**src/rtl/booth_pkg.sv**
```systemverilog
// Shared types for the radix-2 Booth sequencer: state encoding, op codes,
// Booth pair codes and the registered control-strobe bundle.
package booth_pkg;

  typedef enum logic [2:0] {
    IDLE  = 3'd0,
    LOAD  = 3'd1,
    EVAL  = 3'd2,
    ARITH = 3'd3,
    SHIFT = 3'd4,
    DONE  = 3'd5
  } booth_state_t;

  localparam logic       OP_ADD   = 1'b0;
  localparam logic       OP_SUB   = 1'b1;
  localparam logic [1:0] PAIR_ADD = 2'b01;
  localparam logic [1:0] PAIR_SUB = 2'b10;

  typedef struct packed {
    logic ld_m;
    logic ld_q;
    logic clr_a;
    logic ld_a;
    logic addsub;
    logic sft;
    logic clr_ff;
    logic ld_ff;
    logic busy;
    logic done;
  } booth_ctrl_t;

  // Strobes are a pure function of state (and the latched op), so the
  // register holding them is exactly the Moore decode of the state register.
  function automatic booth_ctrl_t decode_ctrl(input booth_state_t st, input logic op);
    booth_ctrl_t c;
    c = '0;
    case (st)
      LOAD: begin
        c.ld_m   = 1'b1;
        c.ld_q   = 1'b1;
        c.clr_a  = 1'b1;
        c.clr_ff = 1'b1;
        c.busy   = 1'b1;
      end
      EVAL:  c.busy = 1'b1;
      ARITH: begin
        c.ld_a   = 1'b1;
        c.addsub = op;
        c.busy   = 1'b1;
      end
      SHIFT: begin
        c.sft   = 1'b1;
        c.ld_ff = 1'b1;
        c.busy  = 1'b1;
      end
      DONE: begin
        c.done = 1'b1;
        c.busy = 1'b1;
      end
      default: c = '0;
    endcase
    return c;
  endfunction

endpackage

```
**src/rtl/booth_iter_cnt.sv**
```systemverilog
// Booth iteration down-counter: loads WIDTH, decrements once per shift,
// flags the final iteration (count == 1). Never wraps below zero.
module booth_iter_cnt #(
  parameter int WIDTH = 8,
  localparam int CNT_W = $clog2(WIDTH + 1)
) (
  input  logic clk,
  input  logic reset,
  input  logic load,
  input  logic dec,
  output logic last
);

  logic [CNT_W-1:0] count;

  always_ff @(posedge clk or negedge reset) begin
    if (!reset) begin
      count <= '0;
    end else if (load) begin
      count <= CNT_W'(WIDTH);
    end else if (dec && (count != '0)) begin
      count <= count - CNT_W'(1);
    end
  end

  assign last = (count == CNT_W'(1));

endmodule

```
**src/rtl/booth_ctrl.sv**
```systemverilog
// Radix-2 Booth multiplier sequencer (Moore, registered strobes).
// Optional BOOTH_DONE_HOLD_EN: adds done_ack and holds DONE until it is seen.
module booth_ctrl
  import booth_pkg::*;
#(
  parameter int WIDTH = 8
) (
  input  logic clk,
  input  logic reset,
  input  logic start,
  input  logic q0,
  input  logic qm1,
`ifdef BOOTH_DONE_HOLD_EN
  input  logic done_ack,
`endif
  output logic ld_m,
  output logic ld_q,
  output logic clr_a,
  output logic ld_a,
  output logic addsub,
  output logic sft,
  output logic clr_ff,
  output logic ld_ff,
  output logic busy,
  output logic done
);

  booth_state_t state, state_nxt;
  logic         op, op_nxt;
  logic         cnt_last;
  booth_ctrl_t  ctrl;

  booth_iter_cnt #(.WIDTH(WIDTH)) u_iter_cnt (
    .clk   (clk),
    .reset (reset),
    .load  (state == LOAD),
    .dec   (state == SHIFT),
    .last  (cnt_last)
  );

  always_comb begin
    state_nxt = state;
    op_nxt    = op;
    case (state)
      IDLE:  if (start) state_nxt = LOAD;
      LOAD:  state_nxt = EVAL;
      EVAL: begin
        case ({q0, qm1})
          PAIR_ADD: begin
            state_nxt = ARITH;
            op_nxt    = OP_ADD;
          end
          PAIR_SUB: begin
            state_nxt = ARITH;
            op_nxt    = OP_SUB;
          end
          default:  state_nxt = SHIFT;
        endcase
      end
      ARITH: state_nxt = SHIFT;
      SHIFT: state_nxt = cnt_last ? DONE : EVAL;
`ifdef BOOTH_DONE_HOLD_EN
      DONE:  if (done_ack) state_nxt = IDLE;
`else
      DONE:  state_nxt = IDLE;
`endif
      default: state_nxt = IDLE;
    endcase
  end

  // Strobes registered from the next state so they line up with the state register.
  always_ff @(posedge clk or negedge reset) begin
    if (!reset) begin
      state <= IDLE;
      op    <= OP_ADD;
      ctrl  <= '0;
    end else begin
      state <= state_nxt;
      op    <= op_nxt;
      ctrl  <= decode_ctrl(state_nxt, op_nxt);
    end
  end

  assign ld_m   = ctrl.ld_m;
  assign ld_q   = ctrl.ld_q;
  assign clr_a  = ctrl.clr_a;
  assign ld_a   = ctrl.ld_a;
  assign addsub = ctrl.addsub;
  assign sft    = ctrl.sft;
  assign clr_ff = ctrl.clr_ff;
  assign ld_ff  = ctrl.ld_ff;
  assign busy   = ctrl.busy;
  assign done   = ctrl.done;

endmodule

```
**config.mk**
```make
export PLATFORM = sky130hd
export DESIGN_NAME = booth_ctrl
export DESIGN_NICKNAME = d
export VERILOG_FILES = /design/src/rtl/booth_pkg.sv /design/src/rtl/booth_iter_cnt.sv /design/src/rtl/booth_ctrl.sv
export SDC_FILE = /design/constraint.sdc
export NUM_CORES = 1
export LEC_CHECK = 0
export BUFFER_PORTS_ARGS = -buffer_cell sky130_fd_sc_hd__buf_2
export CAP_MARGIN = 20
export CORE_MARGIN = 3
export CORE_UTILIZATION = 30
export CTS_BUF_LIST = sky130_fd_sc_hd__clkbuf_8
export DETAILED_ROUTE_END_ITERATION = 8
export HOLD_SLACK_MARGIN = 0.06
export PLACE_DENSITY = 0.54
export SYNTH_ARGS = -nofsm -noshare
export SYNTH_HDL_FRONTEND = slang
export SYNTH_SLANG_ARGS = --single-unit
```
**constraint.sdc**
```tcl
create_clock -name clk -period 1.4 [get_ports clk]
set_clock_uncertainty 0.1 [all_clocks]
set_input_delay 0.07 -clock clk [delete_from_list [all_inputs] [get_ports clk]]
set_output_delay 0.07 -clock clk [all_outputs]
set_load 0.01 [all_outputs]
```
==> results.md, run 1 <==
* Placer Congestion at 0.900
* Tot GR Track Use at 12.0%
* Number of global-route vias before repair at 535
* NumNets Final at 98
* Chip width at 53.6 um
* Initial antenna violation count at 0
* Placed cell count at 108
* Post-route DRC at 0
* Commonest non-fill, non-tap cell in the layout: buf_2
* Ports at 15
* Failing checks: negative setup slack
* Met2 usage at 18.2%
* #FFs+latches synth at 13
* Finished Cell Area at 938 um2
* Antenna-violating nets left at 0
* Status: finished with violations
* Synth Area in Adders at 7.37%
* Met1 usage at 14.3%
* First drt pass iteration count at 4
* Sequential power share at 31.3%
* PD cells at 2020 nW/um2
* XOR/XNOR Fraction of Synth Area at 0%
* Max VDD drop at 0.000889 V
* Vias post-DR at 535
* Area Overhead vs Synth at 38.1%
* GRT met3 Usage at 3.32%
* Max Clock Freq at 670 MHz
* Placed Area at 806 um2
* Clk pwr share at 17.4%
* CP Capture Type: register
* Synthesized area at 679 um2
* Worst-Skew Late Latency at 0.24 ns
* Slew Limit Fails at 0
* Largest net degree at the start of global routing at 14
* Crit path from: u_iter_cnt.count[0]
* WL per Instance at 12.6 um
* 1st-iter DRT viols at 6
* Worst Hold Class: in2reg
* Post-Place Worst Slack at -0.194 ns
* Total wire length at 1450 um
* Post-synthesis mux area share at 5.89%
* Average size of a mapped cell at 10.5 um2
* Final Util at 46.0%
* Total grt overflow at 0
* Post-Syn Nets at 74
* WP data required at 1.43 ns
* CTS tree: done
* Max-slew headroom at 74.7%
* Register area share after synthesis at 47.9%
* Sw frac at 38.0%
* Largest family of logic cells by synthesized area: simple AND/OR/NAND/NOR gates
* FP Rows at 16
* Setup CP Type: reg2reg
* Commonest cells after routing, fill and taps aside: buf_2, dfrtp_1, buf_4, nor2_1, mux2i_1
* Simple-gate share of the synthesized area at 21.9%
* Ys Warns at 0
* CTS Buf Count at 3
* DR vias/cell at 4.65
* Layer with the highest usage: met2
* Leak at 0.461 nW
* Fraction of layout cells with a size suffix above 1 at 46.6%
* # port buffers at 14
* Clock sinks at 13
* Worst slew pin tran at 0.379 ns
* Sw Pwr at 719 uW
* Mapped Cells at 65
* Finished Layout Cells at 115
* Initial core utilization at 33.3%
* Tcrit/Tclk final at 107%
* Worst-path fanout max at 6
* Max Buffers Root-to-Sink at 2
* Combinational group share of total power at 51.3%
* Setup TNS at -0.233 ns
* RSZ-0062 raised after global routing: true
* MaxCap Viol Count at 0
* CORE AREA at 2040 um2
* Dpl hpwl at 953 um
* RR Startpoint: u_iter_cnt.count[0]
* CP Data Arrival Time at 1.52 ns
* Hold Path Origin: q0
* Synth cell types at 24
* Post-route setup slack at -0.0921 ns
* Startpoint types: register
* Final Hold Fails at 0
* First-pass GRT wire length at 2390 um
* Clk slew on worst S/H paths at 0.06 ns
* Hold_ws at 0.0723 ns
* Total Power at 1.89 mW
* N_diodes at 0
* Root Driver: clkbuf_8
* Die height at 53.6 um
* Min Tclk post-route at 1.49 ns
* Die area at 2870 um2
* Compound-Gate Fraction of Synth Area at 7.55%
* H-Tree Depth at 1
* Int Pwr at 1.17 mW
* # setup viols final at 4
worst max-delay path, stage by stage, from the launching register on:
cell and delay, ns:
dfrtp_1 0.39, inv_2 0.06, ha_1 0.12, or3b_4 0.43
a311oi_2 0.28
Yosys cell counts:
| master | n | area share, % |
|---|---|---|
| o22ai_1 | 2 | 1.8 |
| a21o_1 | 2 | 2.2 |
| nor3b_1 | 2 | 2.2 |
| nand3_1 | 3 | 2.2 |
| or2b_1 | 1 | 1.1 |
| nand3b_1 | 1 | 1.1 |
| clkbuf_2 | 1 | 0.74 |
| a311oi_1 | 1 | 1.3 |
| buf_4 | 5 | 5.5 |
| ha_1 | 4 | 7.4 |
| nor2_1 | 7 | 3.9 |
| or3b_1 | 1 | 1.3 |
| a21oi_1 | 3 | 2.2 |
| nor3_1 | 1 | 0.74 |
| and2_1 | 1 | 0.92 |
| nor3b_2 | 1 | 1.8 |
| dfrtp_1 | 13 | 48 |
| inv_1 | 3 | 1.7 |
| nand2_1 | 2 | 1.1 |
| nor4b_1 | 1 | 1.3 |
| buf_2 | 2 | 1.5 |
| nor3_2 | 1 | 1.5 |
| mux2i_1 | 4 | 5.9 |
| nand2b_1 | 3 | 2.8 |
worst paths after layout:
path                                             to  slack, ns  cells after the start
worst max-delay path            u_iter_cnt.count[1]      -0.09                      4
worst min-delay path                         addsub       0.07                      3
worst max register to register  u_iter_cnt.count[1]      -0.09                      4
worst min register to register  u_iter_cnt.count[3]       0.51                      2
max in group asynchronous                     clr_a       0.83                      2
min in group asynchronous                      done       0.14                      2
area by class of cell:
cell class,instances,area [um2]
flip-flops and latches,13,325
inverters,3,11.3
repair buffers,27,173
clock inverters,1,3.75
fillers,214,1100
clock buffers,3,41.3
multi-input cells,41,350
well taps,27,33.8
layer usage:
metal  up-vias  share of wire, %
met1       257                46
li1        263                 -
met3         6               3.1
met5         -                 0
met2         9                47
met4         0               3.3
state kept, by name, indices dropped and copies added, names as in the netlist:
signal / count
u_iter_cnt.count: 4
state: 3
addsub: 1
busy: 1
clr_a: 1
done: 1
ld_a: 1
ld_ff: 1
power by group through the flow:
stage               Sequential [mW]  Combinational, mW  Clock, mW
finish                        0.591              0.971      0.330
global route                  0.607               1.06      0.368
CTS                           0.581              0.871      0.343
detailed placement            0.580              0.805          0
global placement              0.578              0.797          0
floorplan                     0.595              0.535          0
kinds of logic (layout without fill, tap and decap cells):
kind of cell | count (synthesis) | count (layout)
simple gates | 25 | 25
mux | 4 | 4
fa+ha+maj | 4 | 4
buf+inv | 11 | 34
compound gates | 8 | 8
flops | 13 | 13
repair_timing:
action	in CTS	in global routing
gates resized for setup	6	7
hold buffers	2	0
endpoints found under the hold margin	15	0
endpoints found under the setup margin	6	5
pin swaps	3	3
setup buffers	0	1
Note: power is estimated with default switching activity, not from simulation.
==> run 2: changes to the inputs <==
ABC_AREA = 1   (was default)
SKIP_CTS_REPAIR_TIMING = 1   (was default)
==> results.md, run 2 <==
* Commonest non-fill, non-tap cell in the layout: nand2_1
* WP data required at 1.43 ns (about the same)
* Worst-path fanout max at 5 (-1)
* Max Clock Freq at 783 MHz (+17%)
* Register area at 325 um2 (unchanged)
* Tot GR Track Use at 10.5% (-1.5 points)
* Synthesized area at 708 um2 (+4.2%)
* FILL cells at 227 (+6.1%)
* Average size of a mapped cell at 8.85 um2 (-15%)
* # setup viols final at 0 (-4)
* DR vias/cell at 4.41 (-5.1%)
* Post-Syn Nets at 89 (+20%)
* XOR/XNOR Fraction of Synth Area at 0% (unchanged)
* Largest Register: u_iter_cnt.count
* FP Rows at 16 (unchanged)
* # port buffers at 14 (unchanged)
* Min Tclk post-route at 1.28 ns (-0.215 ns)
* Post-synthesis mux area share at 0% (-5.9 points)
* Placer Congestion at 0.799 (-11%)
* WL per Instance at 10.8 um (-14%)
* Chip width at 54.6 um (+1.9%)
* Simple-gate share of the synthesized area at 34.6% (+13 points)
* Final Hold Fails at 0 (unchanged)
* CTS tree: done
* Max VDD drop at 0.000924 V (+3.9%)
* Leak at 0.500 nW (+8.6%)
* Worst Hold Class: in2reg
* Worst-Skew Late Latency at 0.24 ns (about the same)
* Hold_ws at 0.0957 ns (+0.0234 ns)
* Register area share after synthesis at 45.9% (-1.9 points)
* Synth cell types at 17 (-29%)
* Die area at 2980 um2 (+3.7%)
* EDFF count, synth at 0 (unchanged)
* Status: complete, no violations
* #FFs+latches synth at 13 (unchanged)
* Max-slew headroom at 80.0% (+5.3 points)
* CP top delay family: flip-flops
* Root Driver: clkbuf_8
* Largest stage delay, worst path at 0.40 ns (-0.03 ns)
* First drt pass iteration count at 3 (-1)
* Setup CP Type: reg2reg
* PD cells at 2180 nW/um2 (+8.4%)
* CORE AREA at 2100 um2 (+2.9%)
* Fraction of layout cells with a size suffix above 1 at 31.3% (-15 points)
* CP most frequent cell: nand2_1
* Worst slew pin tran at 0.300 ns (-0.0789 ns)
* Ports at 15 (unchanged)
* Die height at 54.6 um (+1.9%)
* Initial core utilization at 33.7% (+0.42 points)
* Largest net degree at the start of global routing at 14 (unchanged)
* Mapped Cells at 80 (+23%)
* Number of global-route vias before repair at 488 (-8.8%)
* Area Overhead vs Synth at 20.3%
* Biggest regs: u_iter_cnt.count (4), state (3)
* Initial antenna violation count at 0 (unchanged)
* Synth area leaders: dfrtp_1, nand2_1, ha_1
* MaxCap Viol Count at 0 (unchanged)
* Commonest cells post-synth: nand2_1, dfrtp_1, nand3_1, inv_1, nor2_1
* NumNets Final at 106 (+8.2%)
* N_diodes at 0 (unchanged)
* Dpl hpwl at 988 um (+3.7%)
* Multi-input logic area at 313 um2 (-11%)
* Crit path buf inv count at 1 (unchanged)
* H-Tree Depth at 1 (unchanged)
* Post-route DRC at 0 (unchanged)
* Startpoint types: register
* Largest family of logic cells by synthesized area: simple AND/OR/NAND/NOR gates
* Slowest CP cell: dfrtp_1
* Share of synthesized registers carrying an async set or reset at 100% (unchanged)
* Ys Warns at 0 (unchanged)
* Post-route setup slack at 0.123 ns (+0.215 ns)
* Commonest cells after routing, fill and taps aside: nand2_1, buf_2, dfrtp_1, nand3_1, inv_1
* Max Buffers Root-to-Sink at 2 (unchanged)
* 1st-iter DRT viols at 2 (-4)
* Compound-Gate Fraction of Synth Area at 1.77% (-5.8 points)
* Final Util at 40.5% (-5.4 points)
* CP Capture Type: register
* First-pass GRT wire length at 2170 um (-9.3%)
* Slew Limit Fails at 0 (unchanged)
* Most frequent cell after synthesis: nand2_1
* Total grt overflow at 0 (unchanged)
* Tcrit/Tclk final at 91.2% (-15 points)
* Finished Layout Cells at 123 (+7.0%)
* Placed cell count at 117 (+8.3%)
* Setup TNS at 0 ns (+0.233 ns)
* Synth Area in Adders at 7.07% (-0.30 points)
* Total wire length at 1330 um (-8.1%)
* Synth top area share at 45.9% (-1.9 points)
* CP Data Arrival Time at 1.31 ns (-0.21 ns)
* Yosys top cell by area: dfrtp_1
* Max reg flops at 4 (unchanged)
* RSZ-0062 raised after global routing: false
* Clk slew on worst S/H paths at 0.06 ns (about the same)
* CTS Buf Count at 3 (unchanged)
* Antenna-violating nets left at 0 (unchanged)
* Post-Place Worst Slack at 0.126 ns (+0.320 ns)
* Critical path, cell by cell: inv_1 -> ha_1 -> nand2_4 -> nand2_4 -> nand2_1 -> nand2_1 -> nand2_1
* Vias post-DR at 543 (+1.5%)
* Synth Flop Type: dfrtp_1
* Clock sinks at 13 (unchanged)
## run 2: cell types whose count changed after synthesis, sizes merged, moves of 2 or more
cell	change
nand2	+17
o22ai	-2
buf	-3
a21oi	-3
a21o	-2
nand2b	-3
nand3	+9
inv	+9
mux2i	-4
nor2	+4
nor3b	-3
## run 2: area by class of cell
cell class	instances	area share (%)
Inverter	12	5.29
Clock inverter	1	0.441
Clock buffer	3	4.85
Timing Repair Buffer	16	10.6
Sequential cell	13	38.2
Tap cell	27	3.96
Multi-Input combinational cell	51	36.7
## run 2: logic make-up (layout without fill, tap and decap cells)
logic type	Yosys count	in the layout
simple gates	45	45
buf+inv	16	32
flops	13	13
fa+ha+maj	4	4
compound gates	2	2
## run 2: stage by stage
step	instance area, um2	power [mW]
global route	852	2.03
global placement	782	1.53
CTS	827	1.87
detailed placement	782	1.53
finish	852	1.86
floorplan	708	1.36
## run 2: worst min-delay path: cells and delay by family
family | cells | cell delay, ns
buffers and inverters | 2 | 0.11
adder cells (fa/ha/maj) | 1 | 0.13
AND/OR/NAND/NOR | 1 | 0.09
## run 2: worst paths after layout
path / startpoint / endpoint / slack [ns] / cells after the start
hold reg to reg: u_iter_cnt.count[1] / u_iter_cnt.count[1] / 0.43 / 2
hold / removal: q0 / addsub / 0.1 / 4
min in group asynchronous: reset / ld_ff / 0.15 / 2
max in group asynchronous: reset / u_iter_cnt.count[1] / 0.82 / 2
setup reg to reg: u_iter_cnt.count[0] / u_iter_cnt.count[3] / 0.12 / 7
setup / recovery: u_iter_cnt.count[0] / u_iter_cnt.count[3] / 0.12 / 7
## run 2: per-layer routing
metal  track usage [%]  vias to the layer above  wire length (um)
met5                 0                        -                 0
met4              2.49                        0                 0
met3              4.90                        0                79
met2              16.3                       12               625
met1              13.0                      249               627
li1                  -                      282                 -
## run 2: power by group
| part | total (mW) | internal, mW | switching [mW] |
|---|---|---|---|
| Clock | 0.329 | 0.194 | 0.135 |
| Combinational | 0.887 | 0.335 | 0.553 |
| Sequential | 0.645 | 0.514 | 0.131 |
==> run 3: changes to the inputs <==
PLACE_DENSITY = default   (was 0.54)
PLACE_DENSITY_LB_ADDON = 0.2   (was default)
==> results.md, run 3 (same netlist as run 2, synthesis figures left out) <==
* Status: complete, no violations
* Slowest CP cell: dfrtp_1
* CP most frequent cell: nand2_1
* Clock sinks at 13 (unchanged)
* Final Hold Fails at 0 (unchanged)
* Tcrit/Tclk final at 93.7% (+2.5 points)
* Placer Congestion at 0.821 (+2.7%)
* Largest Register: u_iter_cnt.count
* Startpoint types: register
* MaxCap Viol Count at 0 (unchanged)
* Number of global-route vias before repair at 426 (-13%)
* Max VDD drop at 0.000918 V (-0.66%)
* Min Tclk post-route at 1.31 ns (+0.0349 ns)
* Tot GR Track Use at 8.96% (-1.5 points)
* Die area at 2980 um2 (unchanged)
* DR vias/cell at 4.45 (+0.74%)
* Post-route DRC at 0 (unchanged)
* NumNets Final at 106 (unchanged)
* Biggest regs: u_iter_cnt.count (4), state (3)
* WL per Instance at 9.66 um (-11%)
* Root Driver: clkbuf_8
* Worst-path fanout max at 5 (unchanged)
* Worst slew pin tran at 0.281 ns (-0.0187 ns)
* CORE AREA at 2100 um2 (unchanged)
* Max-slew headroom at 81.3% (+1.2 points)
* Largest net degree at the start of global routing at 14 (unchanged)
* R2R Setup Slk at 0.09 ns (-0.03 ns)
* Initial antenna violation count at 0 (unchanged)
* Final Util at 40.5% (unchanged)
* Critical path, cell by cell: inv_1 -> ha_1 -> nand2_4 -> nand2_4 -> nand2_1 -> nand2_1 -> nand2_1
* Ports at 15 (unchanged)
* Setup TNS at 0 ns (unchanged)
* Finished Layout Cells at 123 (unchanged)
* PD cells at 2150 nW/um2 (-1.5%)
* CTS tree: done
* Initial core utilization at 33.7% (unchanged)
* Max reg flops at 4 (unchanged)
* FILL cells at 213 (-6.2%)
* Dpl hpwl at 948 um (-4.1%)
* N_diodes at 0 (unchanged)
* Placed cell count at 117 (unchanged)
* Die height at 54.6 um (unchanged)
* Max Clock Freq at 762 MHz (-2.7%)
* FP Rows at 16 (unchanged)
* Finished Cell Area at 852 um2 (unchanged)
* Fraction of layout cells with a size suffix above 1 at 31.3% (unchanged)
* First drt pass iteration count at 4 (+1)
* Leak at 0.500 nW (unchanged)
* Commonest non-fill, non-tap cell in the layout: nand2_1
* Slew Limit Fails at 0 (unchanged)
* Area Overhead vs Synth at 20.3% (unchanged)
* CTS Buf Count at 3 (unchanged)
* RSZ-0062 raised after global routing: false
* # setup viols final at 0 (unchanged)
* Placed Area at 782 um2 (unchanged)
* Largest stage delay, worst path at 0.40 ns (about the same)
* CP Capture Type: register
* Worst Hold Class: in2reg
* Worst-Skew Late Latency at 0.24 ns (about the same)
* Max Buffers Root-to-Sink at 2 (unchanged)
* Commonest cells after routing, fill and taps aside: nand2_1, buf_2, dfrtp_1, nand3_1, inv_1
* Total grt overflow at 0 (unchanged)
* Total wire length at 1190 um (-11%)
* Setup CP Type: reg2reg
* WP data required at 1.43 ns (about the same)
* # port buffers at 14 (unchanged)
* 1st-iter DRT viols at 12 (+10)
* Chip width at 54.6 um (unchanged)
* Antenna-violating nets left at 0 (unchanged)
* H-Tree Depth at 1 (unchanged)
* Hold_ws at 0.101 ns (+0.00506 ns)
* CP Data Arrival Time at 1.34 ns (+0.03 ns)
* Vias post-DR at 547 (+0.74%)
* Clk slew on worst S/H paths at 0.05 ns (about the same)
* First-pass GRT wire length at 1890 um (-13%)
## run 3: through the flow
| step | setup WS, ns | total power [mW] |
|---|---|---|
| global placement | 0.106 | 1.53 |
| detailed placement | 0.0985 | 1.52 |
| global route | 0.00321 | 2.00 |
| CTS | 0.0851 | 1.85 |
| finish | 0.0878 | 1.83 |
| floorplan | 0.205 | 1.36 |
## run 3: critical path, delay by kind of cell (launching register included)
| kind | cells | cell delay (ns) |
|---|---|---|
| flip-flops | 1 | 0.40 |
| AND/OR/NAND/NOR | 5 | 0.33 |
| adder cells (fa/ha/maj) | 1 | 0.22 |
| buffers and inverters | 1 | 0.15 |
## run 3: path summary, 6_finish.rpt
path                                      from  depth (start not counted)                   to
min reg2reg                u_iter_cnt.count[1]                          2  u_iter_cnt.count[1]
max                        u_iter_cnt.count[0]                          7  u_iter_cnt.count[3]
max reg2reg                u_iter_cnt.count[0]                          7  u_iter_cnt.count[3]
min                                         q0                          4               addsub
min in group asynchronous                reset                          2                ld_ff
max in group asynchronous                reset                          2  u_iter_cnt.count[2]
## run 3: power breakdown
| group | internal [mW] | switching (mW) | leakage [nW] | total, mW |
|---|---|---|---|---|
| Clock | 0.192 | 0.118 | 0.0269 | 0.311 |
| Sequential | 0.515 | 0.129 | 0.170 | 0.644 |
| Combinational | 0.333 | 0.545 | 0.303 | 0.878 |
## run 3: routing by layer
| layer | track usage [%] | vias to the layer above | wire length [um] |
|---|---|---|---|
| met4 | 2.49 | 0 | 0 |
| met2 | 12.8 | 15 | 526 |
| met3 | 4.09 | 0 | 81 |
| met5 | 0 | - | 0 |
| li1 | - | 282 | - |
| met1 | 12.0 | 250 | 581 |
## run 3: cell type report
cell class,count,area [um2],area share [%]
clock buffers,3,41.3,4.85
flip-flops and latches,13,325,38.2
well taps,27,33.8,3.96
clock inverters,1,3.75,0.441
repair buffers,16,90.1,10.6
inverters,12,45.0,5.29
multi-input cells,51,313,36.7
